<file path="config.mk">
export PLATFORM = sky130hd
export DESIGN_NAME = spi_slave_core
export DESIGN_NICKNAME = d
export VERILOG_FILES = /design/src/rtl/spi_slave_pkg.sv /design/src/rtl/spi_sync_edge.sv /design/src/rtl/spi_slave_core.sv
export SDC_FILE = /design/constraint.sdc
export NUM_CORES = 1
export LEC_CHECK = 0
export ABC_AREA = 1
export CORE_ASPECT_RATIO = 0.6
export CORE_MARGIN = 1.5
export CORE_UTILIZATION = 35
export CTS_BUF_LIST = sky130_fd_sc_hd__clkbuf_4 sky130_fd_sc_hd__clkbuf_8 sky130_fd_sc_hd__clkbuf_16
export DETAILED_ROUTE_END_ITERATION = 6
export PLACE_DENSITY_LB_ADDON = 0.25
export SLEW_MARGIN = 5
export SYNTH_ARGS = -nofsm -noshare
export SYNTH_HDL_FRONTEND = slang
export SYNTH_SLANG_ARGS = --single-unit
export TNS_END_PERCENT = 100
</file>
<file path="constraint.sdc">
create_clock -name clk -period 4.5 [get_ports clk]
set_input_delay 0.675 -clock clk [delete_from_list [all_inputs] [get_ports clk]]
set_output_delay 0.675 -clock clk [all_outputs]
set_load 0.01 [all_outputs]
</file>
<file path="src/rtl/spi_slave_pkg.sv">
// -----------------------------------------------------------------------------
// spi_slave_pkg
// Shared constants and types for the SPI slave front-end.
//   FRAME_BITS / TX_BITS     : frame and transmit payload widths
//   TX_STATUS_FULL / _EMPTY  : status byte sent first on MISO
//   CNT_FULL / CNT_SAT       : bit-counter value of a good frame / saturation
//   frame_state_t            : frame tracking FSM states
//   byte_swap32()            : wire byte order -> rd_data byte order
// -----------------------------------------------------------------------------
package spi_slave_pkg;

  localparam int FRAME_BITS = 32;
  localparam int TX_BITS    = 24;

  localparam logic [7:0] TX_STATUS_FULL  = 8'h01;
  localparam logic [7:0] TX_STATUS_EMPTY = 8'h00;

  localparam int                CNT_W    = 6;
  localparam logic [CNT_W-1:0]  CNT_FULL = CNT_W'(FRAME_BITS);
  localparam logic [CNT_W-1:0]  CNT_SAT  = CNT_W'(FRAME_BITS + 1);

  typedef enum logic {
    ST_IDLE  = 1'b0,
    ST_FRAME = 1'b1
  } frame_state_t;

  // The RX shifter holds byte0 in its top byte; the decoder wants byte0 in [7:0].
  function automatic logic [FRAME_BITS-1:0] byte_swap32(input logic [FRAME_BITS-1:0] w);
    return {w[7:0], w[15:8], w[23:16], w[31:24]};
  endfunction

endpackage

</file>
<file path="src/rtl/spi_sync_edge.sv">
// -----------------------------------------------------------------------------
// spi_sync_edge
// STAGES-deep synchronizer for an asynchronous input with single-cycle edge
// pulses derived from the synchronized value.
// Parameters: STAGES (>= 2), RST_VAL (idle level the chain resets to)
// Ports:
//   clk, reset : system clock, asynchronous active-high reset
//   din        : asynchronous input
//   rise, fall : one-cycle pulses on synchronized rising / falling edges
// -----------------------------------------------------------------------------
module spi_sync_edge #(
  parameter int   STAGES  = 2,
  parameter logic RST_VAL = 1'b0
) (
  input  logic clk,
  input  logic reset,
  input  logic din,
  output logic rise,
  output logic fall
);

  logic [STAGES-1:0] sync_p;
  logic              prev;

  always_ff @(posedge clk or posedge reset) begin
    if (reset) begin
      sync_p <= {STAGES{RST_VAL}};
      prev   <= RST_VAL;
    end else begin
      sync_p <= {sync_p[STAGES-2:0], din};
      prev   <= sync_p[STAGES-1];
    end
  end

  assign rise = sync_p[STAGES-1] & ~prev;
  assign fall = ~sync_p[STAGES-1] & prev;

endmodule

</file>
<file path="src/rtl/spi_slave_core.sv">
// -----------------------------------------------------------------------------
// spi_slave_core
// SPI mode-0 slave, fully oversampled in the clk domain (clk >= 8x SCK).
// Receives 32-bit frames into rd_data (valid/ack handshake) and returns a
// 24-bit payload, loaded through a one-word holding buffer, on the next frame.
// Optional build macro: SPI_SLAVE_DEBUG_LED_EN drives LED_Groups; otherwise
// LED_Groups is tied to zero.
// Ports:
//   clk, reset        : system clock, asynchronous active-high reset
//   SPI_SCK/SS/MOSI   : SPI pins in (SS active low)
//   SPI_MISO          : SPI data out, 0 while not selected
//   wr_buffer_free    : holding buffer empty
//   wr_en, wr_data    : load transmit payload (only when free)
//   rd_data_available : rd_data holds an unacknowledged frame
//   rd_ack            : consume the received frame
//   rd_data           : last complete frame, opcode in [7:0]
//   LED_Groups        : debug indicators
// -----------------------------------------------------------------------------
module spi_slave_core
  import spi_slave_pkg::*;
#(
  parameter int SYNC_STAGES = 2
) (
  input  logic                  clk,
  input  logic                  reset,
  input  logic                  SPI_SCK,
  input  logic                  SPI_SS,
  input  logic                  SPI_MOSI,
  output logic                  SPI_MISO,
  output logic                  wr_buffer_free,
  input  logic                  wr_en,
  input  logic [TX_BITS-1:0]    wr_data,
  output logic                  rd_data_available,
  input  logic                  rd_ack,
  output logic [FRAME_BITS-1:0] rd_data,
  output logic [3:0]            LED_Groups
);

  logic sck_rise, sck_fall, ss_rise, ss_fall;
  logic [SYNC_STAGES-1:0] mosi_p;
  logic                   mosi_bit;

  frame_state_t state, state_nxt;
  logic         frame_start, frame_ok;

  logic [CNT_W-1:0]      bit_cnt;
  logic [FRAME_BITS-1:0] rx_shift, tx_shift;
  logic [TX_BITS-1:0]    hold_data;
  logic                  hold_full;
  logic                  rd_avail, refresh;

  // ---- input synchronization --------------------------------------------
  spi_sync_edge #(.STAGES(SYNC_STAGES), .RST_VAL(1'b0)) u_sck (
    .clk(clk), .reset(reset), .din(SPI_SCK), .rise(sck_rise), .fall(sck_fall)
  );

  // SS idles high, so its chain resets high to avoid a spurious frame end.
  spi_sync_edge #(.STAGES(SYNC_STAGES), .RST_VAL(1'b1)) u_ss (
    .clk(clk), .reset(reset), .din(SPI_SS), .rise(ss_rise), .fall(ss_fall)
  );

  always_ff @(posedge clk or posedge reset) begin
    if (reset) mosi_p <= '0;
    else       mosi_p <= {mosi_p[SYNC_STAGES-2:0], SPI_MOSI};
  end
  assign mosi_bit = mosi_p[SYNC_STAGES-1];

  // ---- frame tracking FSM -----------------------------------------------
  always_ff @(posedge clk or posedge reset) begin
    if (reset) state <= ST_IDLE;
    else       state <= state_nxt;
  end

  always_comb begin
    state_nxt   = state;
    frame_start = 1'b0;
    frame_ok    = 1'b0;
    case (state)
      ST_IDLE: begin
        if (ss_fall) begin
          state_nxt   = ST_FRAME;
          frame_start = 1'b1;
        end
      end
      ST_FRAME: begin
        if (ss_rise) begin
          state_nxt = ST_IDLE;
          frame_ok  = (bit_cnt == CNT_FULL);
        end
      end
      default: state_nxt = ST_IDLE;
    endcase
  end

  // ---- shift registers and bit counter ----------------------------------
  always_ff @(posedge clk or posedge reset) begin
    if (reset) begin
      bit_cnt  <= '0;
      rx_shift <= '0;
      tx_shift <= '0;
    end else if (frame_start) begin
      bit_cnt  <= '0;
      // Wire order is status, wr_data[23:16], [15:8], [7:0], MSB first.
      tx_shift <= hold_full ? {TX_STATUS_FULL, hold_data}
                            : {TX_STATUS_EMPTY, {TX_BITS{1'b0}}};
    end else if (state == ST_FRAME) begin
      if (sck_rise) begin
        rx_shift <= {rx_shift[FRAME_BITS-2:0], mosi_bit};
        // Saturate one past a full frame so overlong frames never match.
        if (bit_cnt != CNT_SAT) bit_cnt <= bit_cnt + 1'b1;
      end
      if (sck_fall) tx_shift <= {tx_shift[FRAME_BITS-2:0], 1'b0};
    end
  end

  // ---- transmit holding buffer ------------------------------------------
  // A write landing on the frame-start cycle refills the buffer just as the
  // old word moves into the TX shifter, so it is accepted even when full.
  always_ff @(posedge clk or posedge reset) begin
    if (reset) begin
      hold_data <= '0;
      hold_full <= 1'b0;
    end else if (wr_en && (!hold_full || frame_start)) begin
      hold_data <= wr_data;
      hold_full <= 1'b1;
    end else if (frame_start) begin
      hold_full <= 1'b0;
    end
  end

  // ---- receive handshake ------------------------------------------------
  // Overwriting an unacknowledged frame drops available for one cycle
  // (refresh) so an edge-triggered consumer sees a new rising edge.
  always_ff @(posedge clk or posedge reset) begin
    if (reset) begin
      rd_data  <= '0;
      rd_avail <= 1'b0;
      refresh  <= 1'b0;
    end else if (frame_ok) begin
      rd_data  <= byte_swap32(rx_shift);
      rd_avail <= ~rd_avail;
      refresh  <= rd_avail;
    end else if (refresh) begin
      rd_avail <= 1'b1;
      refresh  <= 1'b0;
    end else if (rd_ack) begin
      rd_avail <= 1'b0;
    end
  end

  assign rd_data_available = rd_avail;
  assign wr_buffer_free    = ~hold_full;
  assign SPI_MISO          = (state == ST_FRAME) & tx_shift[FRAME_BITS-1];

`ifdef SPI_SLAVE_DEBUG_LED_EN
  logic led_toggle;
  always_ff @(posedge clk or posedge reset) begin
    if (reset)         led_toggle <= 1'b0;
    else if (frame_ok) led_toggle <= ~led_toggle;
  end
  assign LED_Groups = {led_toggle, hold_full, rd_avail, (state == ST_FRAME)};
`else
  assign LED_Groups = 4'b0000;
`endif

endmodule

</file>
==> metrics.txt, run 1 <==
status complete, no violations; Yosys top cell by area dfrtp_1; clk sinks 138; Final Hold Viols 0; Yosys top cell area share 59.8%; Slew HR 25.1%; Max VDD drop 0.286 mV; final setup fails 0; Worst EP arrival 2.46 ns; row cnt 35; Post-Syn Instances 596; P_leak 3.09 nW; CTS resizes 0; fin cells 866; Starting Density 36.3%; final instance area 6920 µm²; Distinct cells, synth 29; crit path max-delay cell type clkdlybuf4s50_1; Setup crit end kind flip-flop; vias 3951; met2 Use GR 20.8%; number of global-route vias before repair 3880; critical-path cell list clkdlybuf4s50_1, nand2_2, nor2_1, a21oi_1; Residual DRC 0; Seq cells post-synth 138; Antenna Cells 0; RSZ-0062 raised after global routing false; ANT nets after route 0; Slew Viols, Final 0; final net count 684; placed cell count 834; input/output buffers 65; vias per inst 4.56; pin count of the biggest net entering global routing 88; CP max FO 26; setup TNS 0 ns; layer with the highest usage met2; Top delay family on crit path buffers and inverters; hold_buf cts 0; clock tree root driver cell clkbuf_16; Min-Delay Path Class flip-flop to flip-flop; commonest non-fill, non-tap cells in the layout 159 x nand2_1, 135 x dfrtp_1, 65 x clkdlybuf4s50_1; routing usage on met1 20.0%; PD cells 500 nW/µm²; die height 101 µm; Crit path buffers/inverters 1; Clk pin slew, worst setup/hold paths 0.06 ns; sequential area share after synthesis 61.2%; TritonCTS clock tree done; Num CTS Buffers 17; gr usage total 14.0%; total length of routed wires 10.9 mm; Initial DRT Pass Iterations 4; required time of the critical path 4.77 ns; clk_lat worst skew 0.41 ns; WHS 0.347 ns; Initial DRC Count 185; antenna violations before repair 0; detailed placement HPWL 7.03 mm; layout cells sized above 1 9.50%; Final Skew 0.0140 ns; synth warn 0; Max Root-Sink Buffers 2; Crit Path Category input port to flip-flop; crit path time final 2.20 ns; worst-margin pin slew 1.12 ns; fin crit share 48.8%; Setup Fix Bufs, Post-CTS 0; Max Fclk 455 MHz; dpl cell area 6330 µm²; WL/cell 12.6 µm; die area 16900 µm²; die width 167 µm; syn_area_per_cell 9.47 µm²; mapped cell area 5650 µm²; Max H-tree Level 4; Area growth syn-to-layout 22.5%; Power Total 3.46 mW; crit-path max cell delay 1.03 ns; # IOs 70; grt ovf 0; max cap viols 0; CP Launch Type input port; GR Util met3 3.32%; commonest non-fill, non-tap cell in the layout nand2_1; Core Footprint 15500 µm²; top cells by area, synth dfrtp_1 60%, nand2_1 11%, o21ai_0 4.0%; global-route wire length before repair 19.0 mm; RD Place Congestion 0.736
-- kinds of logic (layout without fill, tap and decap cells) --
group	after synthesis	after routing	share of synthesized area [%]
adder cells (fa/ha/maj)	3	3	0.665
AND/OR/NAND/NOR	237	237	17.9
other	1	4	0.0664
AO/OA/AOI/OAI	123	123	11.5
buffers and inverters	92	156	8.38
XOR/XNOR	2	2	0.310
flip-flops	138	138	61.2
-- synth_stat cells --
cell	instances
nand2_1	160
o21bai_1	1
conb_1	1
o22ai_1	5
nand3_1	29
a21oi_1	25
nor2_1	31
nand2_2	5
dfrtp_1	135
nor2_2	5
xor2_1	2
clkbuf_1	7
nand4_1	2
buf_4	9
buf_6	11
nand3_2	1
dfstp_2	3
nor2_8	2
o21ai_0	45
inv_1	54
nand2_4	1
o21ai_2	6
a31oi_1	1
o21ai_1	40
buf_2	8
ha_1	3
clkbuf_2	1
nor2_4	1
inv_2	2
-- final cells by class --
type / count / area, µm²
Clock buffer: 18 / 439
Clock inverter: 14 / 148
Fill cell: 1481 / 8630
Inverter: 56 / 215
Multi-Input combinational cell: 369 / 1730
Sequential cell: 138 / 3460
Tap cell: 203 / 254
Timing Repair Buffer: 68 / 673
-- sequential cells by signal (all words and copies together), names as in the netlist --
| signal | count |
|---|---|
| bit_cnt | 6 |
| hold_data | 24 |
| hold_full | 1 |
| mosi_p | 2 |
| rd_data | 32 |
| rd_data_available | 1 |
| refresh | 1 |
| rx_shift | 32 |
| state | 1 |
| tx_shift | 32 |
| u_sck.prev | 1 |
| u_sck.sync_p | 2 |
| u_ss.prev | 1 |
| u_ss.sync_p | 2 |
-- worst paths after layout --
check                                          start                   endpoint  slack, ns  cells past startpoint
min in group asynchronous                      reset   tx_shift[14]$_DFFE_PP0P_       0.77                      2
max in group asynchronous                      reset   u_ss.sync_p[0]$_DFF_PP1_       2.80                      3
min                        u_sck.sync_p[0]$_DFF_PP0_  u_sck.sync_p[1]$_DFF_PP0_       0.35                      0
max reg2reg                      u_ss.prev$_DFF_PP1_   hold_data[0]$_DFFE_PP0P_       2.31                      7
max                                            wr_en   hold_data[0]$_DFFE_PP0P_       2.30                      4
min reg2reg                u_sck.sync_p[0]$_DFF_PP0_  u_sck.sync_p[1]$_DFF_PP0_       0.35                      0
-- per-stage QoR --
stage	utilization (%)	setup slack (ns)
2_1_floorplan	-	0.134
3_3_place_gp	40.7	1.97
3_5_place_dp	40.7	1.91
4_1_cts	44.5	2.30
5_1_grt	44.5	2.06
6_report	44.5	2.30
-- where the power goes --
part / switching [mW] / leakage [nW] / internal [mW]
combinational: 0.290 / 1.01 / 0.169
sequential: 0.139 / 1.79 / 1.49
clock: 0.540 / 0.286 / 0.833
-- layer usage --
| metal | share of wire [%] | routed length [µm] |
|---|---|---|
| met1 | 53 | 5750 |
| met2 | 44 | 4780 |
| met3 | 2.6 | 286 |
| met4 | 0.72 | 79 |
| met5 | 0 | 0 |
No activity file was read; power rests on OpenSTA's default activity.
==> inputs of run 2 (changes only) <==
==> constraint.sdc (replaced) <==
create_clock -name clk -period 2.2 [get_ports clk]
set_input_delay 0.33 -clock clk [delete_from_list [all_inputs] [get_ports clk]]
set_output_delay 0.33 -clock clk [all_outputs]
set_load 0.01 [all_outputs]
==> run 2 against run 1 <==
Count of clock-buffer cells in the layout fell by 1; sequential share of layout area fell by 1.3 points; largest power group unchanged; clock power rose by 110%; wire length rose by 3.1%; sequential cell count did not move; cell area rose by 2.6%; cell count rose by 1.5%; clock skew barely moved; largest cell class unchanged.
==> metrics.txt, run 2 (synthesis results as in run 1) <==
met1 WL 5.85 mm; clock tree root driver cell clkbuf_16; Max H-tree Level 4; total length of routed wires 11.2 mm; CTS resizes 0; CP Launch Type flip-flop; Area growth syn-to-layout 25.6%; Initial DRT Pass Iterations 4; commonest non-fill, non-tap cell in the layout nand2_1; clk_lat worst skew 0.42 ns; required time of the critical path 1.87 ns; die height 101 µm; PD cells 1010 nW/µm²; gr usage total 14.4%; layout cells sized above 1 11.2%; Residual DRC 0; pin count of the biggest net entering global routing 37; row cnt 35; die area 16900 µm²; crit path max-delay cell type clkdlybuf4s50_1; grt ovf 0; Crit Path Category flip-flop to output port; global-route wire length before repair 19.5 mm; WL/cell 12.8 µm; Max Root-Sink Buffers 2; setup TNS 0 ns; Core Footprint 15500 µm²; Final Skew 0.0135 ns; Final Util 45.6%; Power Total 7.14 mW; Final Hold Viols 0; Max Used Layer met4; status complete, no violations; Starting Density 36.3%; final net count 697; final setup fails 0; TritonCTS clock tree done; Setup Fix Bufs, Post-CTS 0; Clk pin slew, worst setup/hold paths 0.06 ns; ANT nets after route 0; RD Place Congestion 0.736; Initial DRC Count 308; Min-Delay Path Class input port to asynchronous set/reset pin; max cap viols 0; Worst EP arrival 1.50 ns; commonest non-fill, non-tap cells in the layout 159 x nand2_1, 135 x dfrtp_1, 65 x clkdlybuf4s50_1; Antenna Cells 0; # IOs 70; antenna violations before repair 0; Max Fclk 546 MHz; top flop regs rd_data: 32 flops, rx_shift: 32 flops, tx_shift: 32 flops; RSZ-0062 raised after global routing false; clk sinks 138; Slew HR 60.7%; input/output buffers 65; CP max FO 3; Num CTS Buffers 17; fin crit share 83.3%; vias per inst 4.59; hold_buf cts 0; vias 4036; detailed placement HPWL 7.38 mm; met3 routed WL 356 µm; Setup crit end kind output port; Top delay family on crit path buffers and inverters; worst-margin pin slew 0.588 ns; number of global-route vias before repair 3902; Max VDD drop 0.429 mV; Slew Viols, Final 0; critical-path cell list nand2_1, inv_1, clkdlybuf4s50_1; crit-path max cell delay 0.53 ns; P_leak 3.17 nW; met2 WL post-DR 4.94 mm; crit path time final 1.83 ns; die width 167 µm; Crit path buffers/inverters 2
run 2: layout make-up:
type	count	area (µm²)
multi-input combinational	369	1730
sequential	138	3460
timing repair buffer	81	858
tap	203	254
clock inverter	15	155
fill	1460	8450
inverter	56	214
clock buffer	17	425
run 2: power breakdown:
part	total [mW]	switching (mW)	internal (mW)	leakage, nW
sequential	3.31	0.278	3.04	1.79
combinational	0.991	0.602	0.389	1.10
clock	2.83	1.23	1.60	0.274
total	7.14	2.11	5.03	3.17
run 2: metal layers:
| layer | up-vias | track usage, % |
|---|---|---|
| met5 | - | 0 |
| met4 | 0 | 4.41 |
| met3 | 8 | 3.52 |
| met2 | 64 | 21.6 |
| met1 | 1939 | 20.7 |
| li1 | 2025 | - |
run 2: worst reg2reg max path, cell delays in order (launching register included):
cell,delay (ns)
dfrtp_1,0.42
inv_1,0.12
ha_1,0.16
nand2_1,0.07
nor2_2,0.14
nand3_2,0.23
buf_12,0.26
o21ai_0,0.16
inv_1,0.05
run 2: through the flow:
step | area, µm² | setup slack [ns] | cells | hold WS (ns)
3_5_place_dp | 6510 | 0.511 | 847 | 0.336
3_3_place_gp | 6510 | 0.525 | 847 | 0.335
2_1_floorplan | 5660 | 0.151 | 599 | 0.331
4_1_cts | 7090 | 0.338 | 879 | 0.314
5_1_grt | 7090 | 0.305 | 879 | 0.327
6_report | 7090 | 0.368 | 879 | 0.311
run 2: path summary, 6_finish.rpt:
check / start / endpoint / slack (ns) / cells after the start
setup / recovery: state$_DFF_PP0_ / SPI_MISO / 0.37 / 3
min in group clk: mosi_p[0]$_DFF_PP0_ / mosi_p[1]$_DFF_PP0_ / 0.35 / 0
hold reg to reg: mosi_p[0]$_DFF_PP0_ / mosi_p[1]$_DFF_PP0_ / 0.35 / 0
max in group asynchronous: reset / u_ss.sync_p[1]$_DFF_PP1_ / 1.30 / 3
hold / removal: reset / mosi_p[1]$_DFF_PP0_ / 0.31 / 2
setup reg to reg: bit_cnt[0]$_DFFE_PP0P_ / rd_data_available$_DFFE_PP0P_ / 0.48 / 8
